<file path="config.mk">
export PLATFORM = sky130hd
export DESIGN_NAME = permutation_ctrl
export DESIGN_NICKNAME = d
export VERILOG_FILES = /design/src/rtl/permutation_ctrl_pkg.sv /design/src/rtl/permutation_ctrl.sv
export SDC_FILE = /design/constraint.sdc
export NUM_CORES = 1
export LEC_CHECK = 0
export CAP_MARGIN = 20
export CORE_AREA = 2 2 39 41
export CTS_BUF_LIST = sky130_fd_sc_hd__clkbuf_16
export DETAILED_ROUTE_END_ITERATION = 10
export DIE_AREA = 0 0 41 43
export GPL_ROUTABILITY_DRIVEN = 0
export PLACE_DENSITY = 0.58
export SYNTH_ARGS = -nofsm -noshare
export SYNTH_HDL_FRONTEND = slang
export SYNTH_SLANG_ARGS = --single-unit
</file>
<file path="constraint.sdc">
create_clock -name clock_i -period 3.6 [get_ports clock_i]
set_input_delay 0.72 -clock clock_i [delete_from_list [all_inputs] [get_ports clock_i]]
set_output_delay 0.72 -clock clock_i [all_outputs]
set_load 0.03 [all_outputs]
</file>
<file path="src/rtl/permutation_ctrl_pkg.sv">
// Shared types and constants for the ASCON permutation sequencer.
// Round numbering follows the 12-round p^a schedule (0..11).
package permutation_ctrl_pkg;

   typedef enum logic [1:0] {
      IDLE,
      FIRST,
      RUN,
      DONE
   } type_perm_fsm;

   localparam int NB_ROUNDS_MAX = 12;

   localparam logic [3:0] ROUND_FIRST_PA = 4'd0;
   localparam logic [3:0] ROUND_FIRST_PB = 4'd6;
   localparam logic [3:0] ROUND_LAST     = 4'd11;

endpackage

</file>
<file path="src/rtl/permutation_ctrl.sv">
// Moore sequencer for the ASCON permutation datapath: runs p^a or p^b.
// Outputs decode only from the registered state and round counter.
import permutation_ctrl_pkg::*;

module permutation_ctrl #(
   parameter int ROUND_W     = 4,
   parameter int NB_ROUNDS_A = 12,
   parameter int NB_ROUNDS_B = 6
) (
   input  logic               clock_i,
   input  logic               resetb_i,
   input  logic               start_i,
   input  logic               mode_i,
   output logic [ROUND_W-1:0] round_o,
   output logic               data_sel_o,
   output logic               en_reg_state_o,
   output logic               busy_o,
   output logic               done_o
);

   // Both schedules end on the same last round, so the start index
   // is the shortfall from the full 12-round schedule.
   localparam logic [ROUND_W-1:0] LOAD_A =
      ROUND_W'(NB_ROUNDS_MAX - NB_ROUNDS_A);
   localparam logic [ROUND_W-1:0] LOAD_B =
      ROUND_W'(NB_ROUNDS_MAX - NB_ROUNDS_B);
   localparam logic [ROUND_W-1:0] LAST =
      ROUND_W'(ROUND_LAST);

   type_perm_fsm       state_q;
   type_perm_fsm       state_d;
   logic [ROUND_W-1:0] round_q;
   logic [ROUND_W-1:0] round_d;
   logic [ROUND_W-1:0] load_val;

   // Start index chosen by the mode sampled alongside start.
   assign load_val = mode_i ? LOAD_B : LOAD_A;

   // State and round counter registers with asynchronous clear.
   always_ff @(posedge clock_i or negedge resetb_i) begin
      if (!resetb_i) begin
         state_q <= IDLE;
         round_q <= '0;
      end else begin
         state_q <= state_d;
         round_q <= round_d;
      end
   end

   // Next-state, counter update and Moore output decode.
   always_comb begin
      state_d        = state_q;
      round_d        = round_q;
      data_sel_o     = 1'b0;
      en_reg_state_o = 1'b0;
      busy_o         = 1'b0;
      done_o         = 1'b0;
      unique case (state_q)
         IDLE: begin
            if (start_i) begin
               round_d = load_val;
               state_d = FIRST;
            end
         end
         FIRST: begin
            en_reg_state_o = 1'b1;
            busy_o         = 1'b1;
            round_d        = round_q + 1'b1;
            state_d        = RUN;
         end
         RUN: begin
            data_sel_o     = 1'b1;
            en_reg_state_o = 1'b1;
            busy_o         = 1'b1;
            if (round_q == LAST) begin
               state_d = DONE;
            end else begin
               round_d = round_q + 1'b1;
            end
         end
         DONE: begin
            data_sel_o = 1'b1;
            busy_o     = 1'b1;
            done_o     = 1'b1;
            if (start_i) begin
               round_d = load_val;
               state_d = FIRST;
            end else begin
               state_d = IDLE;
            end
         end
      endcase
   end

   assign round_o = round_q;

endmodule

</file>
=== Word-level counts from Yosys, hierarchy flattened ===
Index checks and enable logic that the tools add are counted.

* Bits in writable memories: 0
* Memory bits (read-only): 0
* Input bits: 4
* Register bits: 6
* Memories kept: 0
* Bits in latches: 0
* Word-level logic and storage cells: 30

* Equality and inequality tests: 8
* Div/mod/pow operators: 0
* Order comparisons: 0
* Multiply operators: 0
* Reductions and logical operators: 7
* Shift operators: 0
* Bitwise logic cells: 0
* Muxes and demuxes: 12
* $add $sub $neg: 1

{| class="wikitable"
|+ Operators by type and width
! cell !! number
|-
| 4-bit one-hot mux with 3 select lines || 1
|-
| 4-bit 2-to-1 mux || 2
|-
| 2-bit one-hot mux with 4 select lines || 1
|-
| 2-bit inequality test (second input constant) || 3
|-
| 2-bit OR reduction || 3
|-
| 1-bit 2-to-1 mux || 5
|-
| 4-bit by 1-bit adder with 4-bit output (second input constant) || 1
|-
| 2-bit equality test (second input constant) || 2
|-
| 4-bit equality test (second input constant) || 1
|-
| 2-bit 2-to-1 mux || 2
|-
| 2-bit AND reduction || 2
|-
| 3-bit 2-to-1 mux || 1
|-
| 3-bit OR reduction || 1
|-
| 2-bit by 1-bit equality test with 1-bit output (second input constant) || 1
|-
| 2-bit logical NOT || 1
|-
| 2-bit by 1-bit inequality test with 1-bit output (second input constant) || 1
|}

=== Logic depth before layout (Yosys ltp) ===
* Word-level depth: 4
* Depth in mapped cells: 5
* Depth with buffers taken out: 5

=== Least setup slack after synthesis ===
OpenSTA, ideal clock, no wires.

* Path type: register -> register
* Start: register state_q[1]
* End: register round_q[1], in the netlist round_o[1]
* Setup slack: 1.831 ns
* Cell stages (with the launch flop): 5
* Period minus slack after synthesis: 1.769 ns
* Setup time: 0.128 ns
* Data arrival time: 1.641 ns
* Path through: dfrtp_1 > inv_1 > ha_1 > mux2_2 > mux2_1

* Word-level cells in the longest chain between the ends: 4

{| class="wikitable"
|+ RTL lines
! item !! line !! text
|-
| start: declaration || permutation_ctrl.sv:30 || <nowiki>type_perm_fsm state_q;</nowiki>
|-
| start signal: assignment || permutation_ctrl.sv:45 || <nowiki>state_q <= state_d;</nowiki>
|-
| 2-bit equality test or 2-bit logical NOT (tied branches) || permutation_ctrl.sv:58 || <nowiki>unique case (state_q)</nowiki>
|-
| 2-bit OR reduction (no source line) || - ||
|-
| 2-bit by 1-bit inequality test with 1-bit output (no source line) || - ||
|-
| 2-bit AND reduction (no source line) || - ||
|-
| end signal: assignment || permutation_ctrl.sv:46 || <nowiki>round_q <= round_d;</nowiki>
|-
| end: declaration || permutation_ctrl.sv:32 || <nowiki>logic [ROUND_W-1:0] round_q;</nowiki>
|}

Parallel ways exist; a longest one is shown, timed or not.
A chain may end at the register's enable or synchronous reset.

=== Worst setup path after layout ===
* Start: register state_q[1]
* End: output en_reg_state_o

* Word-level cells in the longest chain between the ends: 3

{| class="wikitable"
|+ RTL lines
! item !! line !! text
|-
| 2-bit equality test or 2-bit by 1-bit equality test with 1-bit output (tied branches) || permutation_ctrl.sv:58 ||
|-
| 2-bit OR reduction (no source line) * || - ||
|-
| 1-bit 2-to-1 mux * || permutation_ctrl.sv:58 ||
|-
| end: declaration || permutation_ctrl.sv:16 || <nowiki>output logic en_reg_state_o,</nowiki>
|}

Mark *: on every way between the ends. The rest lies on a longest branch, timed or not.

==> flow_summary.toml <==
[status]
run_status = "complete, no violations"

[hold_path]
hold_path_class = "reg -> reg"

[clock_tree]
clk_path_buf_depth = 2
clkSlewWorstSetupHoldPaths_ps = 30
cts_inserted_buffers = 3
cts_tree = "yes"
cts_resized = 0
h-tree-depth = 1
cts_hold_buffers = 0
postCtsSetupBuffers = 0
root_buffer = "sky130_fd_sc_hd__clkbuf_16"
cts_num_sinks = 6
clock_latency_ps = 230

[floorplanning]
std_cell_rows = 14
floorplan.die_area_um2 = 1760
top_level_port_count = 12
die_width_um = 41
placeableCoreArea_um2 = 1380
initial_core_util_pct = 29.7
die_y_um = 43

[timing]
hold-worst-slack_ps = 569
period_share_pct = 71.9
finalCriticalPeriod_ps = 2590
tns_ps = 0
rsz0062_at_grt = "no"
slew_of_the_pin_with_the_lowest_slew_margin_ps = 314
slew_hr_pct = 79.0
hold_viol_final = 0
maxClockFrequency_mhz = 386
final-setup-viol-count = 0
maxSlewViolCount = 0
finClkSkew_ps = 1.24

[synthesis]
synth.cell_area_um2 = 412
yosys_warnings = 0
postSynthNetCount = 47
yosys.cell_types.count = 20
ys_seq_area_share_pct = 36.5
synth_seq_cells = 6
avgSynthCellArea_um2 = 11.1
ys_top_cells_by_area = "sky130_fd_sc_hd__dfrtp_1 36%, sky130_fd_sc_hd__ha_1 18%, sky130_fd_sc_hd__mux2_1 8.2%, sky130_fd_sc_hd__a22o_1 4.3%, sky130_fd_sc_hd__xnor2_1 4.3%"
postSynthCellCount = 37
yosysTopAreaCellShare_pct = 36.5
synth_top_cell_by_area = "sky130_fd_sc_hd__dfrtp_1"

[route]
routed.top_layer = "met3"
finalWirelength_um = 837
detailroute.wirelength.met2_um = 399
wl_per_cell_um = 12.5
via_per_inst = 4.94
detailroute.via_count = 331
drt_first_iter_violations = 2
route.detailed.drc = 0
wirelength_met1_um = 405
routed-wl-met3_um = 32
drt-pass1-iter-count = 2
remaining_antenna_violation_count = 0

[critical_path]
path_class = "reg -> out"
critPathLaunchType = "flop"
worst_path_fanout_max = 8
type_of_element_capturing_the_critical_path = "output port"
worstPathArrival_ps = 1870
worst_ep_required_time_ps = 2880

[placed_design]
numPortBuffers = 11
postPlaceCellArea_um2 = 542
post-dp-hpwl_um = 626

[global_routing]
first_global_vias = 330
wire_length_of_the_first_global_routing_pass_mm = 1.40
grt_antenna_before_repair = 0
grt_remaining_overflow = 0
grt_max_degree = 9
track_usage_pct = 12.0

[layout]
final_net_count = 63
antennaDiodeCount = 0
layout_cells_sized_above_1_pct = 11.8
final_area_um2 = 617
area_delta_synth_final_pct = 49.8

[flow_run]
timing.max_cap.violations = 0
[area by class of cell]
| class | instances | area [um2] |
|---|---|---|
| fill | 135 | 767 |
| clock buffer | 3 | 75.1 |
| sequential | 6 | 150 |
| inverter | 3 | 11.3 |
| multi-input combinational | 28 | 250 |
| timing repair buffer | 11 | 110 |
| tap | 16 | 20.0 |
[layout by cell type (no fill, tap or decap)]
master                            count
sky130_fd_sc_hd__nand4b_1             1
sky130_fd_sc_hd__o21ai_2              1
sky130_fd_sc_hd__nor2b_1              2
sky130_fd_sc_hd__nand3b_1             1
sky130_fd_sc_hd__a21oi_1              1
sky130_fd_sc_hd__dfrtp_1              6
sky130_fd_sc_hd__nor2_1               1
sky130_fd_sc_hd__a22oi_1              1
sky130_fd_sc_hd__clkdlybuf4s50_1     11
sky130_fd_sc_hd__a211o_1              1
sky130_fd_sc_hd__nand3_1              1
sky130_fd_sc_hd__mux2_2               1
sky130_fd_sc_hd__or2_2                1
sky130_fd_sc_hd__nand2_1              1
sky130_fd_sc_hd__o211a_1              1
sky130_fd_sc_hd__a22o_1               2
sky130_fd_sc_hd__xnor2_1              2
sky130_fd_sc_hd__ha_1                 6
sky130_fd_sc_hd__inv_1                3
sky130_fd_sc_hd__clkbuf_16            3
sky130_fd_sc_hd__a211oi_1             1
sky130_fd_sc_hd__mux2_1               3
[registers in the layout, summed over array words and instances, names as in the netlist]
name / cells
round_o: 4
state_q: 2
[synthesized netlist by cell type]
master,number
sky130_fd_sc_hd__inv_1,3
sky130_fd_sc_hd__xnor2_1,2
sky130_fd_sc_hd__a21oi_1,1
sky130_fd_sc_hd__o21ai_2,1
sky130_fd_sc_hd__nor2b_1,2
sky130_fd_sc_hd__mux2_2,1
sky130_fd_sc_hd__a211oi_1,1
sky130_fd_sc_hd__or2_2,1
sky130_fd_sc_hd__a211o_1,1
sky130_fd_sc_hd__nand4b_1,1
sky130_fd_sc_hd__o211a_1,1
sky130_fd_sc_hd__nor2_1,1
sky130_fd_sc_hd__mux2_1,3
sky130_fd_sc_hd__ha_1,6
sky130_fd_sc_hd__a22o_1,2
sky130_fd_sc_hd__nand3_1,1
sky130_fd_sc_hd__dfrtp_1,6
sky130_fd_sc_hd__a22oi_1,1
sky130_fd_sc_hd__nand3b_1,1
sky130_fd_sc_hd__nand2_1,1
[cell families after synthesis]
kind of cell	share of synthesized area, %
DFF	36.5
and+or+nand+nor	11.5
adders and majority gates	18.2
buffers and inverters	2.74
muxes	10.9
xor gates and xnor gates	4.26
AOI/OAI and AO/OA	15.8
[per-layer routing]
layer | vias to the layer above | global-route usage [%]
met5 | - | 0
met4 | 0 | 8.00
met3 | 0 | 3.14
met2 | 13 | 15.9
met1 | 157 | 16.5
li1 | 161 | -
[metrics by stage]
stage,worst slack [ps],util [%],cells
final,1010,44.6,67
after global routing,929,44.6,67
after floorplan,1830,-,37
after global placement,1250,39.2,64
after CTS,998,44.6,67
after detailed placement,1250,39.2,64
[worst paths after layout]
path / start / to / slack [ps] / depth (start not counted)
setup / recovery: state_q[1] / en_reg_state_o / 1010 / 3
hold / removal: round_o[1] / round_o[1] / 570 / 1
setup reg to reg: state_q[1] / round_o[1] / 1910 / 4
hold reg to reg: round_o[1] / round_o[1] / 570 / 1
max in group asynchronous: resetb_i / round_o[0] / 2660 / 1
min in group asynchronous: resetb_i / round_o[2] / 730 / 1
[worst max-delay path, cell delays in order (launching register included)]
cell	delay, ps
sky130_fd_sc_hd__dfrtp_1	410
sky130_fd_sc_hd__inv_1	80
sky130_fd_sc_hd__ha_1	420
sky130_fd_sc_hd__clkdlybuf4s50_1	720
Power is left out: the tool's default activity adds up to more than one toggle a clock period on the data nets, which glitch-free logic cannot reach.
